File: config.mk
export PLATFORM = sky130hd
export DESIGN_NAME = pipe_reg_stage
export DESIGN_NICKNAME = d
export VERILOG_FILES = /design/src/rtl/pipe_pkg.sv /design/src/rtl/pipe_slot.sv /design/src/rtl/pipe_reg_stage.sv
export SDC_FILE = /design/constraint.sdc
export NUM_CORES = 1
export LEC_CHECK = 0
export ABC_AREA = 1
export CAP_MARGIN = 0
export CORE_MARGIN = 2
export CORE_UTILIZATION = 52
export DETAILED_ROUTE_END_ITERATION = 7
export PLACE_DENSITY = 0.87
export SLEW_MARGIN = 5
export SYNTH_ARGS = -nofsm -noshare
export SYNTH_HDL_FRONTEND = slang
export SYNTH_SLANG_ARGS = --single-unit
export TNS_END_PERCENT = 30
File: constraint.sdc
create_clock -name clk_i -period 1.9 [get_ports clk_i]
set_input_delay 0.475 -clock clk_i [delete_from_list [all_inputs] [get_ports clk_i]]
set_output_delay 0.475 -clock clk_i [all_outputs]
set_load 0.05 [all_outputs]
File: src/rtl/pipe_pkg.sv
// Shared defaults and state encoding for the pipeline register stage.
//   DATA_LEN_D / REG_SIZE_D / CTRL_W_D / NUM_DATA_D / CNT_W_D : default widths
//   stage_st_e : occupancy of the stage (EMPTY, FULL = main only, SKID = main + skid)
package pipe_pkg;

  localparam int DATA_LEN_D = 32;
  localparam int REG_SIZE_D = 5;
  localparam int CTRL_W_D   = 4;
  localparam int NUM_DATA_D = 2;
  localparam int CNT_W_D    = 16;

  typedef enum logic [1:0] {
    EMPTY = 2'd0,
    FULL  = 2'd1,
    SKID  = 2'd2
  } stage_st_e;

endpackage

File: src/rtl/pipe_slot.sv
// One storage slot of the stage: a valid bit plus the ctrl/rd/data payload.
//   i_clk  : clock
//   i_clr  : zero valid and payload (wins over i_ld)
//   i_ld   : capture i_ctrl/i_rd/i_data and set valid
//   o_vld / o_ctrl / o_rd / o_data : registered slot contents
module pipe_slot
  import pipe_pkg::*;
#(
  parameter int CTRL_W   = CTRL_W_D,
  parameter int REG_SIZE = REG_SIZE_D,
  parameter int DW       = NUM_DATA_D * DATA_LEN_D
) (
  input  logic                i_clk,
  input  logic                i_clr,
  input  logic                i_ld,
  input  logic [CTRL_W-1:0]   i_ctrl,
  input  logic [REG_SIZE-1:0] i_rd,
  input  logic [DW-1:0]       i_data,
  output logic                o_vld,
  output logic [CTRL_W-1:0]   o_ctrl,
  output logic [REG_SIZE-1:0] o_rd,
  output logic [DW-1:0]       o_data
);

  logic                r_vld;
  logic [CTRL_W-1:0]   r_ctrl;
  logic [REG_SIZE-1:0] r_rd;
  logic [DW-1:0]       r_data;

  always_ff @(posedge i_clk) begin
    if (i_clr) begin
      r_vld  <= 1'b0;
      r_ctrl <= '0;
      r_rd   <= '0;
      r_data <= '0;
    end else if (i_ld) begin
      r_vld  <= 1'b1;
      r_ctrl <= i_ctrl;
      r_rd   <= i_rd;
      r_data <= i_data;
    end
  end

  assign o_vld  = r_vld;
  assign o_ctrl = r_ctrl;
  assign o_rd   = r_rd;
  assign o_data = r_data;

endmodule

File: src/rtl/pipe_reg_stage.sv
// Pipeline register stage with a one-entry skid buffer, so ready_o is a
// function of registered state only and never of ready_i.
//   clk_i, rst_i            : clock, synchronous active-high reset
//   valid_i/ready_o         : upstream handshake (ctrl_i, rd_i, data_i payload)
//   flush_i                 : drop every held entry and any same-cycle input
//   valid_o/ready_i         : downstream handshake (ctrl_o, rd_o, data_o payload)
//   stall_cnt_o             : saturating count of valid_o & !ready_i cycles
module pipe_reg_stage
  import pipe_pkg::*;
#(
  parameter int DATA_LEN = DATA_LEN_D,
  parameter int REG_SIZE = REG_SIZE_D,
  parameter int CTRL_W   = CTRL_W_D,
  parameter int NUM_DATA = NUM_DATA_D,
  parameter int CNT_W    = CNT_W_D
) (
  input  logic                         clk_i,
  input  logic                         rst_i,
  input  logic                         valid_i,
  output logic                         ready_o,
  input  logic [CTRL_W-1:0]            ctrl_i,
  input  logic [REG_SIZE-1:0]          rd_i,
  input  logic [NUM_DATA*DATA_LEN-1:0] data_i,
  input  logic                         flush_i,
  output logic                         valid_o,
  input  logic                         ready_i,
  output logic [CTRL_W-1:0]            ctrl_o,
  output logic [REG_SIZE-1:0]          rd_o,
  output logic [NUM_DATA*DATA_LEN-1:0] data_o,
  output logic [CNT_W-1:0]             stall_cnt_o
);

  localparam int DW = NUM_DATA * DATA_LEN;

  stage_st_e           r_state;
  logic [CNT_W-1:0]    r_stall_cnt;

  logic                w_in_fire, w_out_fire;
  logic                w_main_ld, w_main_clr, w_main_from_skid;
  logic                w_skid_ld, w_skid_clr;

  logic                w_main_vld, w_skid_vld;
  logic [CTRL_W-1:0]   w_main_ctrl, w_skid_ctrl, w_main_ctrl_d;
  logic [REG_SIZE-1:0] w_main_rd, w_skid_rd, w_main_rd_d;
  logic [DW-1:0]       w_main_data, w_skid_data, w_main_data_d;

  assign ready_o    = !w_skid_vld && !rst_i;
  assign w_in_fire  = valid_i && ready_o;
  assign w_out_fire = w_main_vld && ready_i;

  // Slot control. Reset and flush both wipe the slots; the FSM below
  // mirrors the same decisions for the state register.
  always_comb begin
    w_main_ld        = 1'b0;
    w_main_clr       = 1'b0;
    w_main_from_skid = 1'b0;
    w_skid_ld        = 1'b0;
    w_skid_clr       = 1'b0;
    if (rst_i || flush_i) begin
      w_main_clr = 1'b1;
      w_skid_clr = 1'b1;
    end else begin
      case (r_state)
        EMPTY: w_main_ld = w_in_fire;
        FULL: begin
          if (w_in_fire && w_out_fire)  w_main_ld  = 1'b1;
          else if (w_in_fire)           w_skid_ld  = 1'b1;
          else if (w_out_fire)          w_main_clr = 1'b1;
        end
        SKID: begin
          // skid advances into main; upstream is stalled in this state
          if (w_out_fire) begin
            w_main_ld        = 1'b1;
            w_main_from_skid = 1'b1;
            w_skid_clr       = 1'b1;
          end
        end
        default: begin
          w_main_clr = 1'b1;
          w_skid_clr = 1'b1;
        end
      endcase
    end
  end

  always_ff @(posedge clk_i) begin
    if (rst_i || flush_i) begin
      r_state <= EMPTY;
    end else begin
      case (r_state)
        EMPTY: if (w_in_fire) r_state <= FULL;
        FULL: begin
          if (w_in_fire && !w_out_fire)      r_state <= SKID;
          else if (!w_in_fire && w_out_fire) r_state <= EMPTY;
        end
        SKID:    if (w_out_fire) r_state <= FULL;
        default: r_state <= EMPTY;
      endcase
    end
  end

  // Counter survives flush; only reset clears it.
  always_ff @(posedge clk_i) begin
    if (rst_i)
      r_stall_cnt <= '0;
    else if (w_main_vld && !ready_i && (r_stall_cnt != {CNT_W{1'b1}}))
      r_stall_cnt <= r_stall_cnt + 1'b1;
  end

  assign w_main_ctrl_d = w_main_from_skid ? w_skid_ctrl : ctrl_i;
  assign w_main_rd_d   = w_main_from_skid ? w_skid_rd   : rd_i;
  assign w_main_data_d = w_main_from_skid ? w_skid_data : data_i;

  pipe_slot #(.CTRL_W(CTRL_W), .REG_SIZE(REG_SIZE), .DW(DW)) u_main (
    .i_clk  (clk_i),
    .i_clr  (w_main_clr),
    .i_ld   (w_main_ld),
    .i_ctrl (w_main_ctrl_d),
    .i_rd   (w_main_rd_d),
    .i_data (w_main_data_d),
    .o_vld  (w_main_vld),
    .o_ctrl (w_main_ctrl),
    .o_rd   (w_main_rd),
    .o_data (w_main_data)
  );

  pipe_slot #(.CTRL_W(CTRL_W), .REG_SIZE(REG_SIZE), .DW(DW)) u_skid (
    .i_clk  (clk_i),
    .i_clr  (w_skid_clr),
    .i_ld   (w_skid_ld),
    .i_ctrl (ctrl_i),
    .i_rd   (rd_i),
    .i_data (data_i),
    .o_vld  (w_skid_vld),
    .o_ctrl (w_skid_ctrl),
    .o_rd   (w_skid_rd),
    .o_data (w_skid_data)
  );

  // Bubbles carry no write-enable and target x0.
  assign valid_o     = w_main_vld;
  assign ctrl_o      = w_main_vld ? w_main_ctrl : '0;
  assign rd_o        = w_main_vld ? w_main_rd   : '0;
  assign data_o      = w_main_data;
  assign stall_cnt_o = r_stall_cnt;

endmodule

Word level (Yosys, flattened, before mapping)
Index checks and enable logic that the tools add are counted.

Output and inout bits: 91. Flip-flop bits (word level): 166.

Add/sub/neg operators: 1. Multiplexer cells: 26. Eq/ne operators: 6. Reduce and logical (&&, ||, !) cells: 18.

Operator list (number): $mux 64 (1); $add 16x1->16 const B (1); $ne 16x16->1 const B (1); $mux 1 (13); $mux 5 (2); $logic_and 1x1->1 (8); $mux 2 (4); $mux 4 (2); $pmux 2 s3 (1); $logic_not 1->1 (5); $ne 2x2->1 const B (2); $pmux 1 s2 (2); $reduce_or 2->1 (2); $ne 3x3->1 const B (1); $pmux 1 s3 (1); $reduce_and 3->1 (1); $eq 2x1->1 const B (1); $eq 2x2->1 const B (1); $logic_not 2->1 (1); $logic_or 1x1->1 (1).

Depth between registers and ports, before layout
Depth in word-level cells: 8. Depth in mapped cells: 12.

Hierarchy
Synthesis repeated with hierarchy kept, for this count alone.

Cell total of the unflattened synthesis: 1215. Area total of the unflattened synthesis: 8192.9 sq um.

By module, submodules not included: pipe_slot (cells each 465, sequential area each 1481.4 sq um, instances 2, area each 3052.9 sq um); pipe_reg_stage (cells each 285, sequential area each 360.3 sq um, instances 1, area each 2087.0 sq um).

Worst setup path before layout
No wires, ideal clock.

Path kind: input to register. From: input rst_i. To: register u_main.r_data[29], in the netlist u_main.o_data[29]. Arrival time: 2.004 ns. Data required time: 1.786 ns. Setup time: 0.114 ns. Stages: 11. Buffers on the path: 2. Setup slack: -0.218 ns. Cells stage by stage: nor2_2 nand2_1 inv_1 ha_1 nand2_1 nand3_2 nand2_4 buf_12 buf_12 nor2_1 nor2_2.

Word-level cells in the longest chain between the ends: 7. Elaborated cells between the ends (all ways): 14.

Ends and longest elaborated chain: from (decl) (RTL line pipe_reg_stage.sv:18) `input logic rst_i,`; $logic_not 1->1 (RTL line pipe_reg_stage.sv:47) `assign ready_o = !w_skid_vld && !rst_i;`; $logic_and 1x1->1 (RTL line pipe_reg_stage.sv:47); $logic_and 1x1->1 (RTL line pipe_reg_stage.sv:48) `assign w_in_fire = valid_i && ready_o;`; $mux 1 / $logic_and 1x1->1 (equally long branches) (RTL line pipe_reg_stage.sv:67, pipe_reg_stage.sv:66); $mux 1 (RTL line pipe_reg_stage.sv:66) `if (w_in_fire && w_out_fire) w_main_ld = 1'b1;`; $pmux 1 s2 / $pmux 1 s3 (equally long branches) (RTL line pipe_reg_stage.sv:63) `case (r_state)`; $mux 1 (RTL line pipe_reg_stage.sv:59) `if (rst_i || flush_i) begin`; to (signal assigned) (RTL line pipe_slot.sv:40) `r_data <= i_data;`; to (decl) (RTL line pipe_slot.sv:28) `logic [DW-1:0] r_data;`.

Parallel ways exist; a longest one is shown, timed or not. A chain may end at the register's enable or synchronous reset.

Final worst setup path
From: input ready_i. To: register u_skid.r_data[59], in the netlist u_skid.o_data[59].

Word-level cells in the longest chain between the ends: 5. Elaborated cells between the ends (all ways): 8.

Ends and longest elaborated chain: from (decl) (RTL line pipe_reg_stage.sv:26) `input logic ready_i,`; $logic_and 1x1->1 * (RTL line pipe_reg_stage.sv:49) `assign w_out_fire = w_main_vld && ready_i;`; $logic_and 1x1->1 (RTL line pipe_reg_stage.sv:66); $mux 1 (RTL line pipe_reg_stage.sv:66); $mux 1 (RTL line pipe_reg_stage.sv:63); $mux 1 (RTL line pipe_reg_stage.sv:59); to (signal assigned) (RTL line pipe_slot.sv:40); to (decl) (RTL line pipe_slot.sv:28).

Mark *: on every way between the ends. The rest lies on a longest branch, timed or not.

==> flow_metrics.env <==
export IMPL_status="completed"
export IMPL_final_antenna_net_count=0
export IMPL_wl_met2_um=10000
export IMPL_io_pins=169
export IMPL_p_per_area_nw_per_um2=724
export IMPL_ys_seq_area_share_pct=41.2
export IMPL_final_fill_count=1243
export IMPL_yosysTopAreaCell="dfxtp_1"
export IMPL_synth_distinct_cells=26
export IMPL_drtIter0Drc=500
export IMPL_cts_root_buffer_cell="clkbuf_16"
export IMPL_slew_headroom_pct=70.9
export IMPL_wl_met1_um=8780
export IMPL_final_cell_count_no_fill=1601
export IMPL_nets=1482
export IMPL_worstSkewPairLatency_ps=430
export IMPL_ys_seq_elements=166
export IMPL_wl_um=20500
export IMPL_grtUsageTotal_pct=24.5
export IMPL_die_y_um=129
export IMPL_crit_arrival_ps=2170
export IMPL_dr_total_vias=7892
export IMPL_grt_pass1_vias=7190
export IMPL_cts_tree="yes"
export IMPL_ir_drop_v=0.000709
export IMPL_syn_inst=1229
export IMPL_ys_warnings_count=0
export IMPL_wl_met3_um=1060
export IMPL_cts_made_buffers=17
export IMPL_path_clk_slew_ps=60
export IMPL_finalSetupTns_ps=0
export IMPL_dpl_cell_count=1566
export IMPL_drc=0
export IMPL_max_cap_violations=0
export IMPL_grt_pass1_wl_um=32900
export IMPL_grt_ovfl_total=0
export IMPL_r2r_slack_ps=190
export IMPL_path_class="input port to flop"
export IMPL_drive_gt1_share_pct=18.3
export IMPL_setup_violations=0
export IMPL_fin_crit_ps=1830
export IMPL_cellLeakagePower_nw=4.88
export IMPL_postSynthAreaPerCell_um2=6.56
export IMPL_required_ps=2240
export IMPL_ys_flop_type="dfxtp_1"
export IMPL_core_region_area_um2=15200
export IMPL_drv_slew=0
export IMPL_diodes=0
export IMPL_synth_most_common_cell="nand2_1"
export IMPL_vias_per_cell=4.93
export IMPL_end_kind="flop"
export IMPL_clock_skew_ps=10.1
export IMPL_clock_sinks=166
export IMPL_portBuffers=168
export IMPL_initial_core_util_pct=53.0
export IMPL_cts_max_path_buffers=2
export IMPL_antenna_found_initial=1
export IMPL_cp_slowest_cell="clkdlybuf4s50_1"
export IMPL_hold_class="input port to flop"
export IMPL_worst_pin_slew_ps=435
export IMPL_place_hpwl_um=13600
export IMPL_die_width_um=129
export IMPL_detail_route_wl_per_cell_um=12.8
export IMPL_ys_top_cells_by_count="504 x nand2_1, 195 x nor2_1, 166 x dfxtp_1"
export IMPL_dieArea_um2=16500
export IMPL_synth_area_um2=8060
export IMPL_max_freq_mhz=546
export IMPL_synth_area_leaders="dfxtp_1 41%, nand2_1 23%, nor2_1 9.1%"
export IMPL_rows=45
export IMPL_finalPower_mw=7.62
export IMPL_timing_hold_violations_final=0
export IMPL_dr_max_layer_used="met5"
export IMPL_htreeDepth=4
export IMPL_place_gp_congestion=0.844
export IMPL_syn_num_nets=1311
export IMPL_min_period_over_period_pct=96.4
export IMPL_async_reset_ff_share_pct=0
export IMPL_critical_path_max_stage_delay_ps=510
export IMPL_startpoint_type="input port"
export IMPL_area_growth_syn_to_layout_pct=30.5
export IMPL_synth_edf_count=0
export IMPL_synth_top_area_share_pct=41.2
export IMPL_first_pass_iters=5
export IMPL_grt_max_degree=54
export IMPL_worstPathCellList="clkdlybuf4s50_1 > nand2_2 > buf_4 > ha_1 > nand3_2 > buf_12 > nand2_1 > a21oi_1"
export IMPL_path_max_fanout=53
[sequential cells by signal (all words and copies together), names as in the netlist]
signal         cells
r_state            2
u_main.o_ctrl      4
u_skid.o_vld       1
stall_cnt_o       16
u_skid.o_ctrl      4
u_main.o_vld       1
u_skid.o_rd        5
u_main.o_rd        5
u_skid.o_data     64
u_main.o_data     64
[report_power, final]
part	internal, mW	switching [mW]	total (mW)
Sequential	3.51	0.0167	3.52
Combinational	0.318	0.367	0.685
Clock	1.97	1.45	3.41
Total	5.79	1.83	7.62
[cell families (layout without fill, tap and decap cells)]
logic type / count (synthesis) / in the layout / synth area share, %
AND/OR/NAND/NOR: 798 / 799 / 40.4
buffers and inverters: 171 / 354 / 12.1
flip-flops: 166 / 166 / 41.2
AO/OA/AOI/OAI: 90 / 90 / 5.63
adder cells (fa/ha/maj): 4 / 4 / 0.621
[critical path: cells and delay by family]
kind / cells / cell delay, ps
AOI/OAI and AO/OA: 1 / 200
adders and majority gates: 1 / 190
buffers and inverters: 3 / 930
and+or+nand+nor: 3 / 350
[per-stage QoR]
step / util (%) / setup WS (ps) / instance area, um2 / hold WS [ps]
global route: 69.2 / -50.6 / 10500 / 477
floorplan: - / 3.42 / 8070 / 444
finish: 69.2 / 68.9 / 10500 / 463
global placement: 65.1 / -311 / 9890 / 451
detailed placement: 65.1 / -366 / 9890 / 455
CTS: 68.8 / 30.5 / 10500 / 465
[layout make-up]
| class | instances | area [um2] | area share [%] |
|---|---|---|---|
| Sequential cell | 166 | 3320 | 31.6 |
| Multi-Input combinational cell | 893 | 3810 | 36.2 |
| Tap cell | 188 | 235 | 2.24 |
| Inverter | 105 | 394 | 3.75 |
| Clock buffer | 20 | 447 | 4.24 |
| Timing Repair Buffer | 217 | 2180 | 20.7 |
| Clock inverter | 12 | 129 | 1.22 |
[path summary, 6_finish.rpt]
path             startpoint                 to  cells after the start
min                   rst_i         r_state[0]                      3
max                 ready_i  u_skid.o_data[59]                      8
max reg2reg  stall_cnt_o[1]     stall_cnt_o[2]                      6
min reg2reg  u_skid.o_rd[4]     u_skid.o_rd[4]                      2
[cell usage in the layout (no fill, tap or decap), types with 3 or more instances in the layout]
master	instances
nor2_1	195
buf_12	27
clkdlybuf4s50_1	76
dfxtp_1	166
nand3_1	13
a21oi_1	85
clkinvlp_4	3
buf_4	111
clkbuf_16	18
ha_1	4
nand2_2	69
nand2_1	503
inv_1	100
clkinv_2	4
nand4_1	3
nor2_2	5
inv_2	5
o21ai_0	3
[per-layer routing]
| metal | GRT usage [%] | vias up |
|---|---|---|
| li1 | - | 4012 |
| met1 | 29.7 | 3575 |
| met2 | 42.0 | 260 |
| met3 | 5.03 | 43 |
| met4 | 11.1 | 2 |
| met5 | 0 | - |
[timing repair]
item	in CTS	in global routing
hold buffers	0	0
setup buffers	0	1
gates resized for setup	0	3
endpoints found under the setup margin	0	68
hold endpoints to repair	0	0
Power figures use the tool's default switching activity.
